<file path="config.mk">
export PLATFORM = sky130hd
export DESIGN_NAME = sel_sequencer
export DESIGN_NICKNAME = d
export VERILOG_FILES = /design/src/rtl/sel_sequencer_pkg.sv /design/src/rtl/btn_debounce.sv /design/src/rtl/sel_sequencer.sv
export SDC_FILE = /design/constraint.sdc
export NUM_CORES = 1
export LEC_CHECK = 0
export ABC_CLOCK_PERIOD_IN_PS = 2200
export BUFFER_PORTS_ARGS = -buffer_cell sky130_fd_sc_hd__buf_2
export CAP_MARGIN = 20
export CORE_MARGIN = 8
export CORE_UTILIZATION = 45
export CTS_CLUSTER_DIAMETER = 40
export DETAILED_ROUTE_END_ITERATION = 10
export SKIP_LAST_GASP = 1
export SLEW_MARGIN = 20
export SYNTH_ARGS = -nofsm -noshare
export SYNTH_HDL_FRONTEND = slang
export SYNTH_SLANG_ARGS = --single-unit
</file>
<file path="constraint.sdc">
create_clock -name clk -period 2.2 [get_ports clk]
set_input_delay 0.22 -clock clk [delete_from_list [all_inputs] [get_ports clk]]
set_output_delay 0.22 -clock clk [all_outputs]
set_load 0.01 [all_outputs]
</file>
<file path="src/rtl/sel_sequencer_pkg.sv">
// ============================================================================
// Module  : sel_sequencer_pkg
// Purpose : Shared state, width and direction definitions for the select
//           sequencer.
// Revision: 1.0 - initial release
// ============================================================================
`default_nettype none

package sel_sequencer_pkg;

   typedef enum logic [0:0] {
      IDLE = 1'b0,
      RUN  = 1'b1
   } state_e;

   localparam int unsigned      SEL_W   = 3;
   localparam logic [SEL_W-1:0] SEL_MAX = 3'd7;

   localparam logic DIR_UP   = 1'b0;
   localparam logic DIR_DOWN = 1'b1;

endpackage

`default_nettype wire

</file>
<file path="src/rtl/btn_debounce.sv">
// ============================================================================
// Module  : btn_debounce
// Purpose : Synchronises a raw push-button input, filters bounce and emits a
//           one-cycle pulse on each accepted press.
// Revision: 1.0 - initial release
// ============================================================================
`default_nettype none

module btn_debounce #(
   parameter int DEBOUNCE_CYCLES = 4
) (
   input  logic clk,
   input  logic rst,
   input  logic btn_in,
   output logic press
);

   localparam int             CNT_W    = $clog2(DEBOUNCE_CYCLES + 1);
   localparam logic [CNT_W-1:0] CNT_LAST = CNT_W'(DEBOUNCE_CYCLES - 1);

   logic             sync1_q, sync1_d;
   logic             sync2_q, sync2_d;
   logic             level_q, level_d;
   logic             press_q, press_d;
   logic [CNT_W-1:0] cnt_q, cnt_d;

   always_comb begin
      sync1_d = btn_in;
      sync2_d = sync1_q;
      level_d = level_q;
      press_d = 1'b0;
      cnt_d   = '0;
      // The counter runs only while the synchronised input disagrees with
      // the accepted level; any agreement restarts the stability window.
      if (sync2_q != level_q) begin
         if (cnt_q == CNT_LAST) begin
            level_d = sync2_q;
            press_d = sync2_q;
         end else begin
            cnt_d = cnt_q + 1'b1;
         end
      end
   end

   always_ff @(posedge clk or posedge rst) begin
      if (rst) begin
         sync1_q <= 1'b0;
         sync2_q <= 1'b0;
         level_q <= 1'b0;
         press_q <= 1'b0;
         cnt_q   <= '0;
      end else begin
         sync1_q <= sync1_d;
         sync2_q <= sync2_d;
         level_q <= level_d;
         press_q <= press_d;
         cnt_q   <= cnt_d;
      end
   end

   assign press = press_q;

endmodule

`default_nettype wire

</file>
<file path="src/rtl/sel_sequencer.sv">
// ============================================================================
// Module  : sel_sequencer
// Purpose : 3-bit select code generator for a one-hot LED decoder, stepping
//           automatically or by push-button, in wrap or ping-pong order.
// Revision: 1.0 - initial release
// ============================================================================
`default_nettype none

module sel_sequencer #(
   parameter int PRESCALE_W      = 8,
   parameter int DEBOUNCE_CYCLES = 4
) (
   input  logic                  clk,
   input  logic                  rst,
   input  logic                  en,
   input  logic                  step_btn,
   input  logic                  dir,
   input  logic                  pingpong,
   input  logic [PRESCALE_W-1:0] period,
   output logic [2:0]            sel,
   output logic                  sel_valid,
   output logic                  tick,
   output logic                  wrap
);

   import sel_sequencer_pkg::*;

   state_e                state_q, state_d;
   logic [PRESCALE_W-1:0] presc_q, presc_d;
   logic [SEL_W-1:0]      sel_q, sel_d;
   logic                  tick_q, tick_d;
   logic                  wrap_q, wrap_d;
   logic                  valid_q, valid_d;
   logic                  pp_dir_q, pp_dir_d;
   logic                  pp_armed_q, pp_armed_d;
   logic                  step;
   logic                  advance;
   logic                  mv_dir;

   btn_debounce #(
      .DEBOUNCE_CYCLES(DEBOUNCE_CYCLES)
   ) u_btn_debounce (
      .clk   (clk),
      .rst   (rst),
      .btn_in(step_btn),
      .press (step)
   );

   // pp_armed marks pp_dir as current for ping-pong; a wrap-mode advance
   // clears it so the next ping-pong advance reloads from dir.
   assign mv_dir = pp_armed_q ? pp_dir_q : dir;

   always_comb begin
      state_d    = state_q;
      presc_d    = presc_q;
      sel_d      = sel_q;
      tick_d     = 1'b0;
      wrap_d     = 1'b0;
      valid_d    = 1'b1;
      pp_dir_d   = pp_dir_q;
      pp_armed_d = pp_armed_q;
      advance    = 1'b0;

      if (!valid_q) begin
         pp_dir_d   = dir;
         pp_armed_d = 1'b1;
      end

      if (state_q == IDLE) begin
         if (en) begin
            state_d    = RUN;
            presc_d    = '0;
            pp_dir_d   = dir;
            pp_armed_d = 1'b1;
         end else if (step) begin
            advance = 1'b1;
         end
      end else begin
         // >= also catches a prescaler left above a freshly lowered period.
         if (presc_q >= period) begin
            advance = 1'b1;
            presc_d = '0;
         end else begin
            presc_d = presc_q + 1'b1;
         end
         if (!en) begin
            state_d = IDLE;
            presc_d = '0;
         end
      end

      if (advance) begin
         tick_d = 1'b1;
         if (pingpong) begin
            pp_armed_d = 1'b1;
            if (mv_dir == DIR_UP && sel_q == SEL_MAX) begin
               sel_d    = SEL_MAX - 1'b1;
               pp_dir_d = DIR_DOWN;
               wrap_d   = 1'b1;
            end else if (mv_dir == DIR_DOWN && sel_q == '0) begin
               sel_d    = SEL_W'(1);
               pp_dir_d = DIR_UP;
               wrap_d   = 1'b1;
            end else begin
               sel_d    = (mv_dir == DIR_UP) ? sel_q + 1'b1 : sel_q - 1'b1;
               pp_dir_d = mv_dir;
            end
         end else begin
            pp_armed_d = 1'b0;
            sel_d      = (dir == DIR_UP) ? sel_q + 1'b1 : sel_q - 1'b1;
            wrap_d     = (dir == DIR_UP) ? (sel_q == SEL_MAX) : (sel_q == '0);
         end
      end
   end

   always_ff @(posedge clk or posedge rst) begin
      if (rst) begin
         state_q    <= IDLE;
         presc_q    <= '0;
         sel_q      <= '0;
         tick_q     <= 1'b0;
         wrap_q     <= 1'b0;
         valid_q    <= 1'b0;
         pp_dir_q   <= 1'b0;
         pp_armed_q <= 1'b0;
      end else begin
         state_q    <= state_d;
         presc_q    <= presc_d;
         sel_q      <= sel_d;
         tick_q     <= tick_d;
         wrap_q     <= wrap_d;
         valid_q    <= valid_d;
         pp_dir_q   <= pp_dir_d;
         pp_armed_q <= pp_armed_d;
      end
   end

   assign sel       = sel_q;
   assign sel_valid = valid_q;
   assign tick      = tick_q;
   assign wrap      = wrap_q;

endmodule

`default_nettype wire

</file>
==> results by group, run 1 <==
Floorplan
  – Horizontal extent of the die: between 70 and 80 um
  – Die Outline Area: around 0.0054 mm^2
  – Initial core utilization: 45.8%
  – Rows: 21
  – Height of the die: ~74 um
  – Area of the core region: 0.00326 mm^2
  – I/O Pins: 20

Logic synthesis
  – Asr flop ratio synth: 100%
  – Cell variety after synth: 40
  – Main combinational cell family by area after synthesis: simple AND/OR/NAND/NOR gates
  – Synth Area in XOR/XNOR: ~1.8%
  – Post-synthesis instance area: roughly 0.0015 mm^2
  – Area share of and/or/nand/nor cells after synthesis: 19.6%
  – Number of enable flip-flop cells after synthesis: 0
  – Leading register cell type out of synthesis: sky130_fd_sc_hd__dfrtp_1
  – Mux contribution to synthesized area: 5.54%
  – Mean cell area of the mapped netlist: approximately 9.3 um^2
  – Fraction of the mapped netlist area in compound gates: 15.3%
  – Post-Syn Nets: 188
  – Synth Register Bits: 24
  – Cell count after synthesis: 160
  – Fraction of the yosys area taken by sequential cells: 40.3%
  – Synth Area in Adders: 11.7%
  – Number of warnings reported in the yosys synthesis log: 0

Route
  – Detailed-route via count: 1,216
  – Initial DRT Pass Iterations: 4
  – DRC errors left: 0
  – Final WL: 3170 um
  – Post-detailed-route wirelength per cell: 13.8 um
  – Number of vias per cell after detailed routing: 5.29
  – Detail Route Antenna Nets: 0
  – Iteration-0 DRC Markers: 63

STA
  – Achievable Freq: 0.485 GHz
  – Worst slack on hold paths: -0.0132 ns
  – Final worst-path cycle share: 93.6%
  – Clock period minus final worst setup slack: a little over 2 ns
  – Unrepaired setup endpoints after global routing: no
  – Worst slew slack as a fraction of its limit: 53.8%
  – Setup TNS Final: 0 ns
  – Number of hold-slack violations in the final timing report: 16
  – Pin slew with the least headroom to its limit: between 0.6 and 0.7 ns
  – Total count of max-transition violations in the final report: 0
  – Final clock skew: 0.00418 ns
  – Setup violation total in the final timing report: 0

CTS
  – Number of buffers inserted during clock tree synthesis: 3
  – Number of setup buffers added after CTS: 0
  – Clock transition at the registers of the reported paths: 0.14 ns
  – CTS HTree Levels: 1
  – Clk sinks: 24
  – Clock insertion delay at the later pin of the skew report: roughly 0.31 ns
  – Longest Clk Path Bufs: 2
  – Root Driver: sky130_fd_sc_hd__clkbuf_4
  – Clock tree from TritonCTS: yes

Critical path
  – Data arrival at the endpoint of the critical path: 2.27 ns
  – Setup crit start kind: flop
  – Sort of element at the end of the critical path: flop
  – Setup CP Type: flop to flop
  – Data required time of the critical path: 2.41 ns
  – Maximum fanout along the worst path: 5

Power
  – Power per unit of standard cell area: between 700 and 800 mW/mm^2
  – Worst voltage drop across the vdd grid: 0.271 mV
  – Leakage: 0.889 nW

Global routing
  – Gr ovfl total: 0
  – GRT Resource Usage Total: roughly an eighth
  – Global-route wire length before repair: ~5500 um
  – Maximum number of pins on one net before global-route repair: 19
  – Number of antenna violations at the first check in global routing: 0
  – Via count of the first global-routing pass: 1,274

Placement
  – Placed wire-length estimate: 2500 um
  – DP Area: 0.00165 mm^2
  – Final RePlAce weighted congestion: 0.869
  – Port Buffer Count: 19

Final layout
  – Layout cell share with drive strength beyond 1: 20.7%
  – Final core utilization: 52.8%
  – Number of fillers in the final layout: 336
  – Final Instance Area: 0.00172 mm^2
  – Post-layout net count: 213
  – Antenna diode count: 0
  – Growth of design area from synthesis to finish: 15.4%

Min path
  – Worst hold path type: primary input to async pin

Flow run
  – Maximum capacitance violations: 0

Outcome
  – Failing checks: hold timing
  – Result of the run: complete, but fails checks
==> worst max-delay path: stages, from the launching register on <==
cell	delay (ns)
sky130_fd_sc_hd__dfrtp_1	0.46
sky130_fd_sc_hd__inv_1	0.10
sky130_fd_sc_hd__ha_1	0.17
sky130_fd_sc_hd__nor2b_1	0.35
sky130_fd_sc_hd__o21ai_0	0.16
sky130_fd_sc_hd__a211oi_1	0.26
sky130_fd_sc_hd__o21ai_0	0.16
sky130_fd_sc_hd__mux2_4	0.29
==> path summary, 6_finish.rpt <==
check	start	slack [ns]	end	depth (start not counted)
setup reg to reg	sel[0]$_DFFE_PP0P_	0.14	sel[1]$_DFFE_PP0P_	7
setup / recovery	sel[0]$_DFFE_PP0P_	0.14	sel[1]$_DFFE_PP0P_	7
hold / removal	rst	-0.01	presc_q[7]$_DFFE_PP0P_	2
hold reg to reg	u_btn_debounce.sync1_q$_DFF_PP0_	0.37	u_btn_debounce.sync2_q$_DFF_PP0_	0
min in group clk	en	0.08	state_q$_DFF_PP0_	1
max in group asynchronous	rst	1.68	pp_armed_q$_DFF_PP0_	3
==> power by group <==
group / total [mW] / switching (mW) / internal [mW]
clock: 0.320 / 0.136 / 0.184
combinational: 0.413 / 0.216 / 0.198
sequential: 0.557 / 0.0581 / 0.499
total: 1.29 / 0.410 / 0.880
==> state kept, by name (all words and copies together) (netlist names) <==
name	flops
sel	3
presc_q	8
tick	1
pp_dir_q	1
u_btn_debounce.sync2_q	1
state_q	1
u_btn_debounce.cnt_q	3
wrap	1
u_btn_debounce.level_q	1
u_btn_debounce.press	1
sel_valid	1
u_btn_debounce.sync1_q	1
pp_armed_q	1
==> cells by family (layout without fill, tap and decap cells) <==
logic type	count (synthesis)	count (layout)
muxes	7	7
and+or+nand+nor	57	57
DFF	24	24
other	1	1
xor gates and xnor gates	3	3
AOI/OAI and AO/OA	34	34
buffers and inverters	20	44
adders and majority gates	14	14
==> synth_stat cells, drive strengths merged (2+ instances only) <==
cell,count,area (um^2)
clkbuf,2,7.51
a211o,3,26.3
o21ai,11,58.8
a21oi,5,25.0
ha,14,175
nor3,7,35.0
nor2,13,48.8
nand2b,2,12.5
and3,2,12.5
mux2,4,52.6
mux2i,3,30.0
a211oi,3,22.5
xnor2,3,26.3
inv,17,63.8
o211ai,2,15.0
nand3,6,35.0
dfrtp,24,601
o22ai,2,12.5
nand2,13,48.8
nor3b,4,30.0
nor2b,4,25.0
==> metal layers <==
metal / part of all wire (%) / GRT usage (%) / wire, um / up-vias
li1: - / - / - / 611
met1: 42 / 13.7 / 1340 / 573
met2: 52 / 23.3 / 1640 / 28
met3: 5.0 / 2.32 / 159 / 4
met4: 1.0 / 6.43 / 32 / 0
met5: 0 / 0 / 0 / -
==> final cells by class <==
cell class | instances | area [um^2] | share of cell area [%]
well taps | 46 | 57.6 | 3.35
multi-input cells | 116 | 818 | 47.6
repair buffers | 23 | 128 | 7.42
clock inverters | 1 | 30.0 | 1.75
clock buffers | 3 | 22.5 | 1.31
flip-flops and latches | 24 | 601 | 34.9
inverters | 17 | 63.8 | 3.71
==> per-stage QoR <==
| stage | power [mW] | cells | setup slack [ns] |
|---|---|---|---|
| finish | 1.29 | 230 | 0.140 |
| floorplan | 0.857 | 160 | 0.286 |
| global placement | 0.958 | 225 | 0.113 |
| global route | 1.38 | 230 | 0.0143 |
| detailed placement | 0.977 | 225 | 0.0844 |
| CTS | 1.30 | 230 | 0.0553 |
==> timing repair <==
item                                    in CTS  in global routing
resized for setup                            0                  3
hold endpoints to repair                     1                  0
endpoints found under the setup margin       0                  6
hold buffers                                 1                  0
==> cell usage in the layout (no fill, tap or decap), types with 4 or more instances in the layout <==
cell / n
sky130_fd_sc_hd__ha_1: 14
sky130_fd_sc_hd__nor3b_1: 4
sky130_fd_sc_hd__nor2_1: 13
sky130_fd_sc_hd__o21ai_0: 10
sky130_fd_sc_hd__nand3_1: 5
sky130_fd_sc_hd__buf_2: 19
sky130_fd_sc_hd__dfrtp_1: 24
sky130_fd_sc_hd__nand2_1: 13
sky130_fd_sc_hd__nor3_1: 7
sky130_fd_sc_hd__a21oi_1: 4
sky130_fd_sc_hd__nor2b_1: 4
sky130_fd_sc_hd__inv_1: 17
Note: power is estimated with default switching activity, not from simulation.
==> run 2: changes to the inputs <==
Settings changed: CORE_UTILIZATION 45 to 56, PLACE_DENSITY from default to 0.78.
==> results by group, run 2 (same netlist as run 1, synthesis figures left out) <==
Final layout
  – Antenna diode count: 0 (unchanged)
  – Growth of design area from synthesis to finish: 12.6%
  – Largest Register: presc_q
  – Post-layout net count: 211 (-0.94%)
  – Number of fillers in the final layout: 210 (-38%)
  – Commonest non-fill, non-tap cells in the layout: 22 x sky130_fd_sc_hd__dfrtp_1, 19 x sky130_fd_sc_hd__buf_2, 17 x sky130_fd_sc_hd__inv_1, 14 x sky130_fd_sc_hd__ha_1
  – Flip-flop count of the largest register, all copies and words added: 8 (unchanged)
  – Layout cell share with drive strength beyond 1: 19.8% (-0.87 points)
  – Most common library cell in the layout ignoring fill and taps: sky130_fd_sc_hd__dfrtp_1

CTS
  – CTS HTree Levels: 1 (unchanged)
  – Clock insertion delay at the later pin of the skew report: 0.32 ns (about the same)
  – Clk sinks: 24 (unchanged)
  – Root Driver: sky130_fd_sc_hd__clkbuf_4
  – Number of buffers inserted during clock tree synthesis: 3 (unchanged)
  – Number of setup buffers added after CTS: 0 (unchanged)
  – Longest Clk Path Bufs: 2 (unchanged)
  – Clock tree from TritonCTS: yes
  – Clock transition at the registers of the reported paths: 0.14 ns (about the same)

STA
  – Clock period minus final worst setup slack: 2.10 ns (+0.0440 ns)
  – Total count of max-transition violations in the final report: 0 (unchanged)
  – Achievable Freq: 0.475 GHz (-2.1%)
  – Final clock skew: 0.0107 ns (+0.00647 ns)
  – Setup violation total in the final timing report: 0 (unchanged)
  – Pin slew with the least headroom to its limit: 0.908 ns (+0.215 ns)
  – Worst slew slack as a fraction of its limit: 39.4% (-14 points)
  – Number of hold-slack violations in the final timing report: 0 (-16)
  – Unrepaired setup endpoints after global routing: no
  – Setup TNS Final: 0 ns (unchanged)
  – Final worst-path cycle share: 95.6% (+2.0 points)

Route
  – Iteration-0 DRC Markers: 109 (+73%)
  – Post-detailed-route wirelength per cell: 15.2 um (+10%)
  – Detailed-route via count: 1,255 (+3.2%)
  – Final WL: 3220 um (+1.5%)
  – Initial DRT Pass Iterations: 4 (unchanged)
  – DRC errors left: 0 (unchanged)
  – Detail Route Antenna Nets: 0 (unchanged)
  – Number of vias per cell after detailed routing: 5.92 (+12%)

Global routing
  – GRT Resource Usage Total: 15.1% (+2.3 points)
  – Via count of the first global-routing pass: 1,261 (-1.0%)
  – Global-route wire length before repair: 5490 um (+0.64%)
  – Maximum number of pins on one net before global-route repair: 25 (+6)
  – Gr ovfl total: 0 (unchanged)
  – Number of antenna violations at the first check in global routing: 0 (unchanged)

Floorplan
  – Height of the die: 67.6 um (-8.1%)
  – Area of the core region: 0.00250 mm^2 (-23%)
  – Die Outline Area: 0.00457 mm^2 (-16%)
  – Horizontal extent of the die: 67.6 um (-8.1%)
  – I/O Pins: 20 (unchanged)
  – Rows: 18 (-14%)
  – Initial core utilization: 59.7% (+14 points)

Critical path
  – Destination of the worst register-to-register timing path: sel[0]$_DFFE_PP0P_
  – Setup crit start kind: flop
  – Logic depth of the worst register-to-register path: 7 (unchanged)
  – Maximum fanout along the worst path: 6 (+1)
  – Internal reg-to-reg setup slack: 0.1 ns (-0.04 ns)
  – Setup CP Type: flop to flop
  – Sort of element at the end of the critical path: flop
  – Data arrival at the endpoint of the critical path: 2.34 ns (+0.07 ns)
  – Startpoint of the worst register-to-register path: presc_q[4]$_DFFE_PP0P_
  – Data required time of the critical path: 2.44 ns (+0.03 ns)

Power
  – Power per unit of standard cell area: 775 mW/mm^2 (+3.4%)
  – Worst voltage drop across the vdd grid: 0.464 mV (+71%)
  – Leakage: 0.874 nW (-1.7%)
  – Sum of internal, switching and leakage power: 1.30 mW (+0.89%)

Min path
  – Sink of the worst hold path: state_q$_DFF_PP0_
  – Hold path depth: 1
  – Worst hold path type: primary input to flop
  – Source of the worst hold timing path: en

Placement
  – Port Buffer Count: 19 (unchanged)
  – Final RePlAce weighted congestion: 0.832 (-4.3%)
  – Placed wire-length estimate: 2490 um (-0.28%)

Outcome
  – Result of the run: complete, no violations

Flow run
  – Maximum capacitance violations: 0 (unchanged)
-- run 2: cell count changes in the layout (fill, tap and decap cells not counted), sizes merged --
cell	before	now
buf	22	20
-- run 2: what timing repair did --
action,CTS,global route
resized for setup,0,3
hold buffers,1,0
endpoints found under the hold margin,1,0
setup endpoints to repair,0,2
-- run 2: metrics by stage --
step	hold WS (ns)	area, um^2	std cells	setup WS, ns	util [%]
finish	0.0584	1680	212	0.0962	67.2
global route	0.0460	1680	212	0.0102	67.2
CTS	0.0568	1680	212	0.0969	67.0
detailed placement	0.331	1610	207	0.137	64.5
global placement	0.329	1610	207	0.197	64.5
floorplan	0.235	1490	160	0.286	-
-- run 2: worst max-delay path, cell delays in order (launching register included) --
cell	delay [ns]
sky130_fd_sc_hd__dfrtp_2	0.47
sky130_fd_sc_hd__ha_1	0.29
sky130_fd_sc_hd__o21ai_0	0.12
sky130_fd_sc_hd__nor2_1	0.15
sky130_fd_sc_hd__a211oi_1	0.10
sky130_fd_sc_hd__or3_1	0.46
sky130_fd_sc_hd__buf_4	0.19
sky130_fd_sc_hd__o31ai_1	0.24
-- run 2: how the worst max path moves through the flow --
stage	start	to	slack, ns	depth (start not counted)
3_3_place_gp	presc_q[2]$_DFFE_PP0P_	presc_q[2]$_DFFE_PP0P_	0.20	6
4_1_cts	presc_q[4]$_DFFE_PP0P_	sel[0]$_DFFE_PP0P_	0.1	7
6_report	presc_q[4]$_DFFE_PP0P_	sel[0]$_DFFE_PP0P_	0.1	7
3_5_place_dp	presc_q[4]$_DFFE_PP0P_	sel[0]$_DFFE_PP0P_	0.14	7
2_1_floorplan	presc_q[7]$_DFFE_PP0P_	sel[1]$_DFFE_PP0P_	0.29	7
5_1_grt	presc_q[7]$_DFFE_PP0P_	presc_q[2]$_DFFE_PP0P_	0.01	6
-- run 2: cell type report --
class / count / area [um^2] / area share [%]
Clock buffer: 3 / 22.5 / 1.34
Tap cell: 30 / 37.5 / 2.24
Timing Repair Buffer: 21 / 113 / 6.71
Sequential cell: 24 / 603 / 35.9
Inverter: 17 / 63.8 / 3.80
Multi-Input combinational cell: 116 / 810 / 48.2
Clock inverter: 1 / 30.0 / 1.79
-- run 2: routing by layer --
layer,wire [um],vias up,track usage (%)
li1,-,607,-
met1,1280,596,17.0
met2,1690,42,27.2
met3,164,10,2.48
met4,79,0,6.79
met5,0,-,0
-- run 2: where the power goes --
group / total, mW / switching [mW] / internal (mW)
combinational: 0.419 / 0.222 / 0.197
clock: 0.324 / 0.140 / 0.184
sequential: 0.558 / 0.0591 / 0.499
